$ cat config.mk
export PLATFORM = sky130hd
export DESIGN_NAME = not_output_a_flat
export DESIGN_NICKNAME = d
export VERILOG_FILES = /design/src/rtl/not_output_a_if.sv /design/src/rtl/not_output_a.sv /design/src/flat_wrapper.sv
export SDC_FILE = /design/constraint.sdc
export NUM_CORES = 1
export LEC_CHECK = 0
export ABC_AREA = 1
export CAP_MARGIN = 20
export CORE_MARGIN = 1.5
export CORE_UTILIZATION = 32
export DETAILED_ROUTE_END_ITERATION = 8
export PLACE_DENSITY = 0.76
export SLEW_MARGIN = 20
export SYNTH_ARGS = -nofsm -noshare
export SYNTH_HDL_FRONTEND = slang
export SYNTH_SLANG_ARGS = --single-unit
export TNS_END_PERCENT = 20
$ cat constraint.sdc
create_clock -name clk -period 0.8 [get_ports clk]
set_clock_uncertainty 0.15 [all_clocks]
set_input_delay 0.16 -clock clk [delete_from_list [all_inputs] [get_ports clk]]
set_output_delay 0.16 -clock clk [all_outputs]
set_load 0.05 [all_outputs]
$ cat src/rtl/not_output_a_if.sv
// rtl/not_output_a_if.sv - operand/result bundle for not_output_a
interface not_output_a_if #(
  parameter int WIDTH    = 8,
  parameter int IN_WIDTH = WIDTH
);
  logic [IN_WIDTH-1:0] a;
  logic                op;
  logic                in_valid;
  logic [WIDTH-1:0]    not_y;
  logic [WIDTH-1:0]    out_y;
  logic [WIDTH-1:0]    q;
  logic                q_valid;

  modport master (
    output a, op, in_valid,
    input  not_y, out_y, q, q_valid
  );

  modport slave (
    input  a, op, in_valid,
    output not_y, out_y, q, q_valid
  );
endinterface

$ cat src/rtl/not_output_a.sv
// rtl/not_output_a.sv - width-adapting pass/invert with one registered, selectable result
module not_output_a #(
  parameter int WIDTH    = 8,
  parameter int IN_WIDTH = WIDTH
) (
  input logic           clk,
  input logic           rst,
  not_output_a_if.slave bus
);
  logic [WIDTH-1:0] a_ext;
  logic [WIDTH-1:0] q_r;
  logic             q_valid_r;

  generate
    if (IN_WIDTH < WIDTH) begin : g_zext
      assign a_ext = {{(WIDTH - IN_WIDTH){1'b0}}, bus.a};
    end else if (IN_WIDTH > WIDTH) begin : g_trunc
      // Upper operand bits are intentionally dropped.
      logic unused_hi;
      assign unused_hi = ^bus.a[IN_WIDTH-1:WIDTH];
      assign a_ext     = bus.a[WIDTH-1:0];
    end else begin : g_same
      assign a_ext = bus.a;
    end
  endgenerate

  assign bus.out_y = a_ext;
  assign bus.not_y = ~a_ext;

  always_ff @(posedge clk or posedge rst) begin
    if (rst) begin
      q_r       <= '0;
      q_valid_r <= 1'b0;
    end else begin
      q_valid_r <= bus.in_valid;
      if (bus.in_valid) begin
        q_r <= bus.op ? ~a_ext : a_ext;
      end
    end
  end

  assign bus.q       = q_r;
  assign bus.q_valid = q_valid_r;
endmodule

$ cat src/flat_wrapper.sv
// flat-port wrapper written by rule: the top's interface ports become plain ports
module not_output_a_flat 
#(
  parameter int WIDTH    = 8,
  parameter int IN_WIDTH = WIDTH
)
  (clk, rst, bus_a, bus_op, bus_in_valid, bus_not_y, bus_out_y, bus_q, bus_q_valid);
  not_output_a_if #(.WIDTH(WIDTH), .IN_WIDTH(IN_WIDTH)) bus_i ();
  input logic clk;
  input logic rst;
  input wire logic [$bits(bus_i.a)-1:0] bus_a;
  input wire logic [$bits(bus_i.op)-1:0] bus_op;
  input wire logic [$bits(bus_i.in_valid)-1:0] bus_in_valid;
  output wire logic [$bits(bus_i.not_y)-1:0] bus_not_y;
  output wire logic [$bits(bus_i.out_y)-1:0] bus_out_y;
  output wire logic [$bits(bus_i.q)-1:0] bus_q;
  output wire logic [$bits(bus_i.q_valid)-1:0] bus_q_valid;
  assign bus_i.a = bus_a;
  assign bus_i.op = bus_op;
  assign bus_i.in_valid = bus_in_valid;
  assign bus_not_y = bus_i.not_y;
  assign bus_out_y = bus_i.out_y;
  assign bus_q = bus_i.q;
  assign bus_q_valid = bus_i.q_valid;
  not_output_a #(.WIDTH(WIDTH), .IN_WIDTH(IN_WIDTH)) u_core (.clk(clk), .rst(rst), .bus(bus_i));
endmodule
* Yosys cells after proc, flatten, opt, wreduce, memory -nomap -nowiden
Cells that the tools add are included.
** Word-level totals
- Input port bits :: 12
- Flip-flop bits (word level) :: 9
- Word-level logic and storage cells :: 4
- Output and inout port bits :: 25
** Operators by class
- Muxes and demuxes :: 1
- Bitwise operators :: 1
** Operators with widths (count)
- $mux W8 :: 1
- $not A8 Y8 :: 1

* Longest topological paths before layout
- Depth after elaboration :: 2
- Depth in mapped cells :: 5
- Depth with buffers taken out :: 4

* Worst setup path after synthesis
Ideal clock, no wire load.
- Path kind :: register to register
- Start point :: register, netlist name u_core.bus.q[0]
- End point :: register u_core.q_r[0], in the netlist u_core.bus.q[0]
- Buffers on the path :: 0
- Arrival :: 0.718 ns
- Data required time :: 0.532 ns
- Stages on the path, launching flop included :: 3
- Path slack :: -0.186 ns
- Setup time :: 0.118 ns
- Clock period less this slack :: 0.986 ns
- Path through :: dfrtp_1 nand2_1 nand2_1
** RTL lines
- to (signal assigned) :: RTL line not_output_a.sv:37 : q_r <= bus.op ? ~a_ext : a_ext;
- to (decl) :: RTL line not_output_a.sv:11 : logic [WIDTH-1:0] q_r;

* Worst setup path in the final report
- Start point :: register u_core.q_r[6], in the netlist u_core.bus.q[6]
- End point :: output bus_q[6]
** RTL lines
- to (decl) :: RTL line flat_wrapper.sv:16 : output wire logic [$bits(bus_i.q)-1:0] bus_q;
No word-level cell between the ends.

==> impl_results.md <==
* Normalized max-slew margin at 86.9%
* Flop pwr share at 28.6%
* Area share of fa/ha/maj cells after synthesis at 0%
* Antenna cells at 0
* WL/cell at 15.5 um
* Finished Core Util at 90.9%
* Logic pwr share at 53.2%
* Grt ovf at 0
* Clk Latency, worst-skew pair at 260 ps
* Synthesized cell area at 505 um^2
* CP max stage cell: dfrtp_2
* Register area share after synthesis at 44.6%
* Failing checks: setup timing
* CTS tree: yes
* Share of cells above drive strength 1 at 65.5%
* Antenna violations before repair at 0
* Global-route wire length before repair at 2730 um
* Clk root buf: clkbuf_4
* Yosys reg bits at 9
* CP top delay family: flip-flops
* Sw Pwr at 754 uW
* Dpl ws at -532 ps
* Cells after DPL at 124
* Post-synthesis mux area share at 0%
* Routed vias at 632
* Synthesized instance count at 70
* Final setup viols at 29
* Final min period at 1160 ps
* Outcome: complete, but fails checks
* Worst Setup End Kind: output pin
* Crit Path Class: reg2out
* Leak at 0.000640 uW
* Synth Area in Compound Gates at 0%
* WL final at 2050 um
* Synth top area cells: dfrtp_1 45%, nand2_1 24%, buf_4 13%
* Simple-gate share of the synthesized area at 31.7%
* Peak supply drop at 1.09 mV
* RR Startpoint: u_core.bus.q[6]
* Hold wc startpoint: bus_a[2]
* Slew @ Worst Pin at 196 ps
* MaxCap Viol Count at 0
* Clk pin slew, worst setup/hold paths at 60 ps
* Synth warnings at 0
* # clock sinks at 9
* Post-synthesis xor/xnor area fraction at 0%
* Final-report hold violation count at 0
* R2R depth at 3
* Share of total power in the clock network at 18.2%
* Final Net Count at 129
* Net Sw Frac at 38.1%
* Initial Util at 33.9%
* Worst EP required at 490 ps
* Worst Path Buf+Inv at 1
* Post-Layout Cell Count at 132
* Core Box Area at 0.00149 mm^2
* CTS Buffer Depth at 2
* Largest family of logic cells by synthesized area: simple AND/OR/NAND/NOR gates
* P per Cell Area at 1460 mW/mm^2
* Final Wtd Congestion at 0.692
* RSZ-0062 raised after global routing: true
* Post-synth top area share at 44.6%
* DR pass1 iterations at 4
* H-tree depth at 1
* Pin count of the biggest net entering global routing at 10
* PortBufs at 36
* Initial DRC Count at 28
* Die Span Y at 42.7 um
* Number of vias per cell at 4.79
* Worst Path Arrival at 850 ps
* Critical Path Fanout Max at 2
* Area leader, netlist: dfrtp_1
* DRC viols at 0
* Hold_buf cts at 0
* Slowest cell delay on critical path at 430 ps
* Total GRT Usage at 20.2%
* F_max at 859 MHz
* Die area at 0.00183 mm^2
* Crit path cell chain: buf_12
* Ports at 37
* Total CTS buffers at 3
* Critical Path Start Type: flip-flop
* Syn-to-layout area delta at 168%
* Final HPWL DP at 1290 um
* Hold Path Sink: u_core.bus.q[2]
* RR Endpoint: u_core.bus.q[6]
* Synthesized area per cell at 7.22 um^2
* Vias in the first global route at 570
* Worst hold stages at 4
* Antenna Nets Post-Route at 0
* Final Max Tran Viols at 0
* Post-synthesis cell type count at 7
* Die Wd at 42.7 um
* Worst hold path type: in2reg
* Final WS setup at -364 ps
* Final period utilization at 146%
* Internal Dissipation at 1230 uW
* Reg2Reg Setup Slack at -120 ps
* Row Count at 14
* Post-Syn Nets at 82
## cell type report
class / count / area (um^2)
flip-flops and latches: 9 / 236
clock buffers: 4 / 26.3
inverters: 11 / 71.3
multi-input cells: 40 / 178
fillers: 58 / 135
well taps: 16 / 20.0
repair buffers: 52 / 822
## Yosys cell counts
library cell and n:
nand3_1 8, inv_2 2, dfrtp_1 9, buf_4 9, inv_1 9, buf_6 1
nand2_1 32
## sequential cells by signal, indices dropped and copies added, names as in the netlist
register	cells
u_core.bus.q	8
u_core.bus.q_valid	1
## metal layers
layer	share of wire [%]	GRT usage, %	wire length [um]	vias to the layer above
li1	-	-	-	292
met2	54	33.6	1100	39
met3	7.9	4.68	161	12
met1	34	23.7	690	289
met4	4.7	11.3	97	0
met5	0	0	0	-
## power groups by stage
stage	Combinational (uW)	Clock, uW	Sequential, uW
floorplan	292	0	704
global placement	943	0	566
detailed placement	957	0	568
CTS	1000	349	560
global route	1090	386	568
finish	1050	361	566
## worst max-delay path by stage
stage / from / endpoint / slack [ps] / depth (start not counted)
final: u_core.bus.q[6] / bus_q[6] / -360 / 1
after global routing: u_core.bus.q[4] / bus_q[4] / -380 / 1
after CTS: u_core.bus.q[7] / bus_q[7] / -350 / 1
after detailed placement: bus_a[6] / bus_not_y[6] / -530 / 3
after global placement: bus_a[2] / bus_not_y[2] / -520 / 3
after floorplan: u_core.bus.q[0] / u_core.bus.q[0] / -90 / 2
## cell usage in the layout (no fill, tap or decap), drive strengths merged
master / count
dlygate4sd2: 2
clkbuf: 4
clkinvlp: 8
buf: 49
dfrtp: 9
nand2: 32
inv: 3
clkdlybuf4s50: 1
nand3: 8
## cell families after synthesis
kind of cell,Yosys count
simple gates,40
flops,9
buf+inv,21
## metrics by stage
step / hold WS (ps) / cell area, um^2 / total power [uW] / setup TNS (ps)
after floorplan: -162 / 547 / 996 / -747
after global placement: 323 / 1200 / 1510 / -12310
after detailed placement: 321 / 1200 / 1530 / -12630
after CTS: 20.8 / 1310 / 1910 / -3310
after global routing: 48.4 / 1350 / 2040 / -4230
final: 30.4 / 1350 / 1980 / -3800
## what timing repair did
item / in CTS / in global routing
buffers inserted: 2 / 2
resized for setup: 66 / 9
endpoints found under the setup margin: 33 / 33
pin swaps: 0 / 5
Note: power is estimated with default switching activity, not from simulation.
==> RTL change, RTL diff (same settings) <==
Reset style: synchronous (`rst`), changed in one clocked block.
--- a/src/rtl/not_output_a.sv
+++ b/src/rtl/not_output_a.sv
@@ -27,7 +27,7 @@
   assign bus.out_y = a_ext;
   assign bus.not_y = ~a_ext;
 
-  always_ff @(posedge clk or posedge rst) begin
+  always_ff @(posedge clk) begin
     if (rst) begin
       q_r       <= '0;
       q_valid_r <= 1'b0;
Function: differs if rst is asserted again (counterexample within 4 cycles, from zero or initial values and one cycle with rst high); with rst held inactive, the same outputs for 10 cycles.
==> RTL change against the unedited design <==
  * The run still ends with setup timing left
  * Clock power grew 5%
  * First-iteration DRC count is 54% lower
  * Maximum frequency is 7.3% higher
  * Non-clock buffer count grew 5
  * Synthesized area up 12%
  * Sequential cell count stayed put
  * Sequential share of layout area decreased by 2.6 points
  * Cell count grew 16%
  * Final area increased by 5.4%
  * Combinational power decreased by 8%
  * Power decreased by 6.3%
  * Wire length up 12%
  * Worst setup slack better by 79 ps
  * Critical path type unchanged
==> RTL change: results (changes against the unedited design) <==
| Metric | Value |
|---|---|
| Status | `finished, violations left` |
| Failing checks | `setup timing` |
| Final setup viols | `30 (+3.4%)` |
| Reg-to-Reg End | `u_core.bus.q[3]` |
| Placer congestion estimate | `0.628 (-9.3%)` |
| Share of layout cells above drive strength 1 | `62.0% (-3.5 points)` |
| Reg2reg start | `u_core.bus.q[3]` |
| End of the critical path | `bus_q[3]` |
| Vias in the first global route | `697 (+22%)` |
| CTS Hold Bufs | `0 (unchanged)` |
| Vias/cell | `4.70 (-1.8%)` |
| Drt first-iter violations | `13 (-54%)` |
| Leak | `0.703 nW (+9.9%)` |
| Initial antenna violation count | `0 (unchanged)` |
| Async SR Flop Fraction | `0% (-100 points)` |
| H-Tree Depth | `1 (unchanged)` |
| Setup ws final | `-285 ps (+79.2 ps)` |
| Synth Net Count | `100 (+22%)` |
| Final Routed Wirelength | `2.29 mm (+12%)` |
| Synth Warn # | `0 (unchanged)` |
| Setup Crit Path Kind | `reg -> out` |
| Critical Path AT | `780 ps (-70 ps)` |
| DP HPWL | `1.34 mm (+4.0%)` |
| DR WL/cell | `14.9 um (-3.8%)` |
| Crit path largest cell delay | `360 ps (-70 ps)` |
| Cell family with most CP delay | `flip-flops` |
| Crit-path max FO | `2 (unchanged)` |
| Worst slew margin | `86.5% (-0.47 points)` |
| Placed Cells incl. Taps | `142 (+15%)` |
| Layout Nets | `150 (+16%)` |
| Register area share after synthesis | `31.9% (-13 points)` |
| Clock-pin slew on the worst setup and hold paths | `about 70 ps` |
| Gr usage total | `22.7% (+2.4 points)` |
| DRT Pass-1 Iters | `6 (+2)` |
| Max reg flops | `8 (unchanged)` |
| R2r worst-path depth | `4 (+1)` |
| Largest net degree at the start of global routing | `11 (+1)` |
| HP Class | `in -> reg` |
| CP max-delay cell | `dfxtp_4` |
| Yosys reg bits | `9 (unchanged)` |
| Post-Syn Instances | `88 (+26%)` |
| Register-to-register setup slack | `-120 ps (about the same)` |
| Clk buf depth | `2 (unchanged)` |
| CTS root buf | `clkbuf_4` |
| CTS buffer count | `3 (unchanged)` |
| Port-buffer cells | `36 (unchanged)` |
| Most frequent cells after synthesis | `nand2_1, inv_1, nor2_1` |
| Netlist cell types | `11 (+4)` |
| Area contributors post-synth | `dfxtp_1, nand2_1, buf_4` |
| Diode count | `0 (unchanged)` |
| Clk_lat worst skew | `between 200 and 300 ps` |
| Global-route wire length before repair | `3.22 mm (+18%)` |
| Worst VDD drop | `1.10 mV (+0.87%)` |
-- RTL change: report_power, final --
| group | internal, mW | switching (mW) | leakage [nW] |
|---|---|---|---|
| combinational | 0.478 | 0.482 | 0.608 |
| sequential | 0.476 | 0.0398 | 0.0799 |
| clock | 0.193 | 0.186 | 0.0150 |
| total | 1.15 | 0.708 | 0.703 |
-- RTL change: layer usage --
layer / global-route usage [%] / wire length [um] / up-vias
met4: 8.82 / 31 / 0
met3: 4.00 / 130 / 4
met2: 44.6 / 1320 / 37
met1: 23.1 / 802 / 335
li1: - / - / 343
met5: 0 / 0 / -
-- RTL change: worst min path at each step --
stage               startpoint                  to  slack (ps)  depth (start not counted)
2_1_floorplan              rst  u_core.bus.q_valid         200                          2
3_3_place_gp   u_core.bus.q[4]     u_core.bus.q[4]         420                          4
3_5_place_dp   u_core.bus.q[3]     u_core.bus.q[3]         430                          4
4_1_cts               bus_a[7]     u_core.bus.q[7]         120                          5
5_1_grt                    rst  u_core.bus.q_valid         110                          3
6_report                   rst  u_core.bus.q_valid          90                          3
-- RTL change: area by class of cell --
class / count / area [sq um]
flip-flops and latches: 9 / 211
multi-input cells: 49 / 221
well taps: 16 / 20.0
fillers: 64 / 150
clock buffers: 4 / 26.3
inverters: 18 / 100
repair buffers: 57 / 847
-- RTL change: what timing repair did --
| action | 4_1_cts | 5_1_grt |
|---|---|---|
| buffers inserted | 6 | 0 |
| resized for setup | 64 | 15 |
| cloned | 0 | 1 |
| setup endpoints to repair | 34 | 34 |
| pin swaps | 0 | 3 |
-- RTL change: tightest hold or removal path, delay by kind of cell --
family	cells	cell delay, ps
buffers and inverters	2	270
and+or+nand+nor	1	40
-- RTL change: logic make-up (layout without fill, tap and decap cells) --
| group | after synthesis | count (layout) | synth area share (%) |
|---|---|---|---|
| DFF | 9 | 9 | 31.9 |
| buffers and inverters | 30 | 79 | 31.9 |
| and+or+nand+nor | 49 | 49 | 36.1 |
-- RTL change: through the flow --
| stage | setup TNS (ps) | total power, mW | cell area [sq um] | setup slack [ps] |
|---|---|---|---|---|
| after floorplan | -891 | 0.944 | 624 | -103 |
| after global placement | -12100 | 1.37 | 1250 | -537 |
| after detailed placement | -12630 | 1.38 | 1250 | -587 |
| after CTS | -4390 | 1.82 | 1390 | -281 |
| after global routing | -3640 | 1.91 | 1430 | -295 |
| final | -3150 | 1.86 | 1430 | -285 |
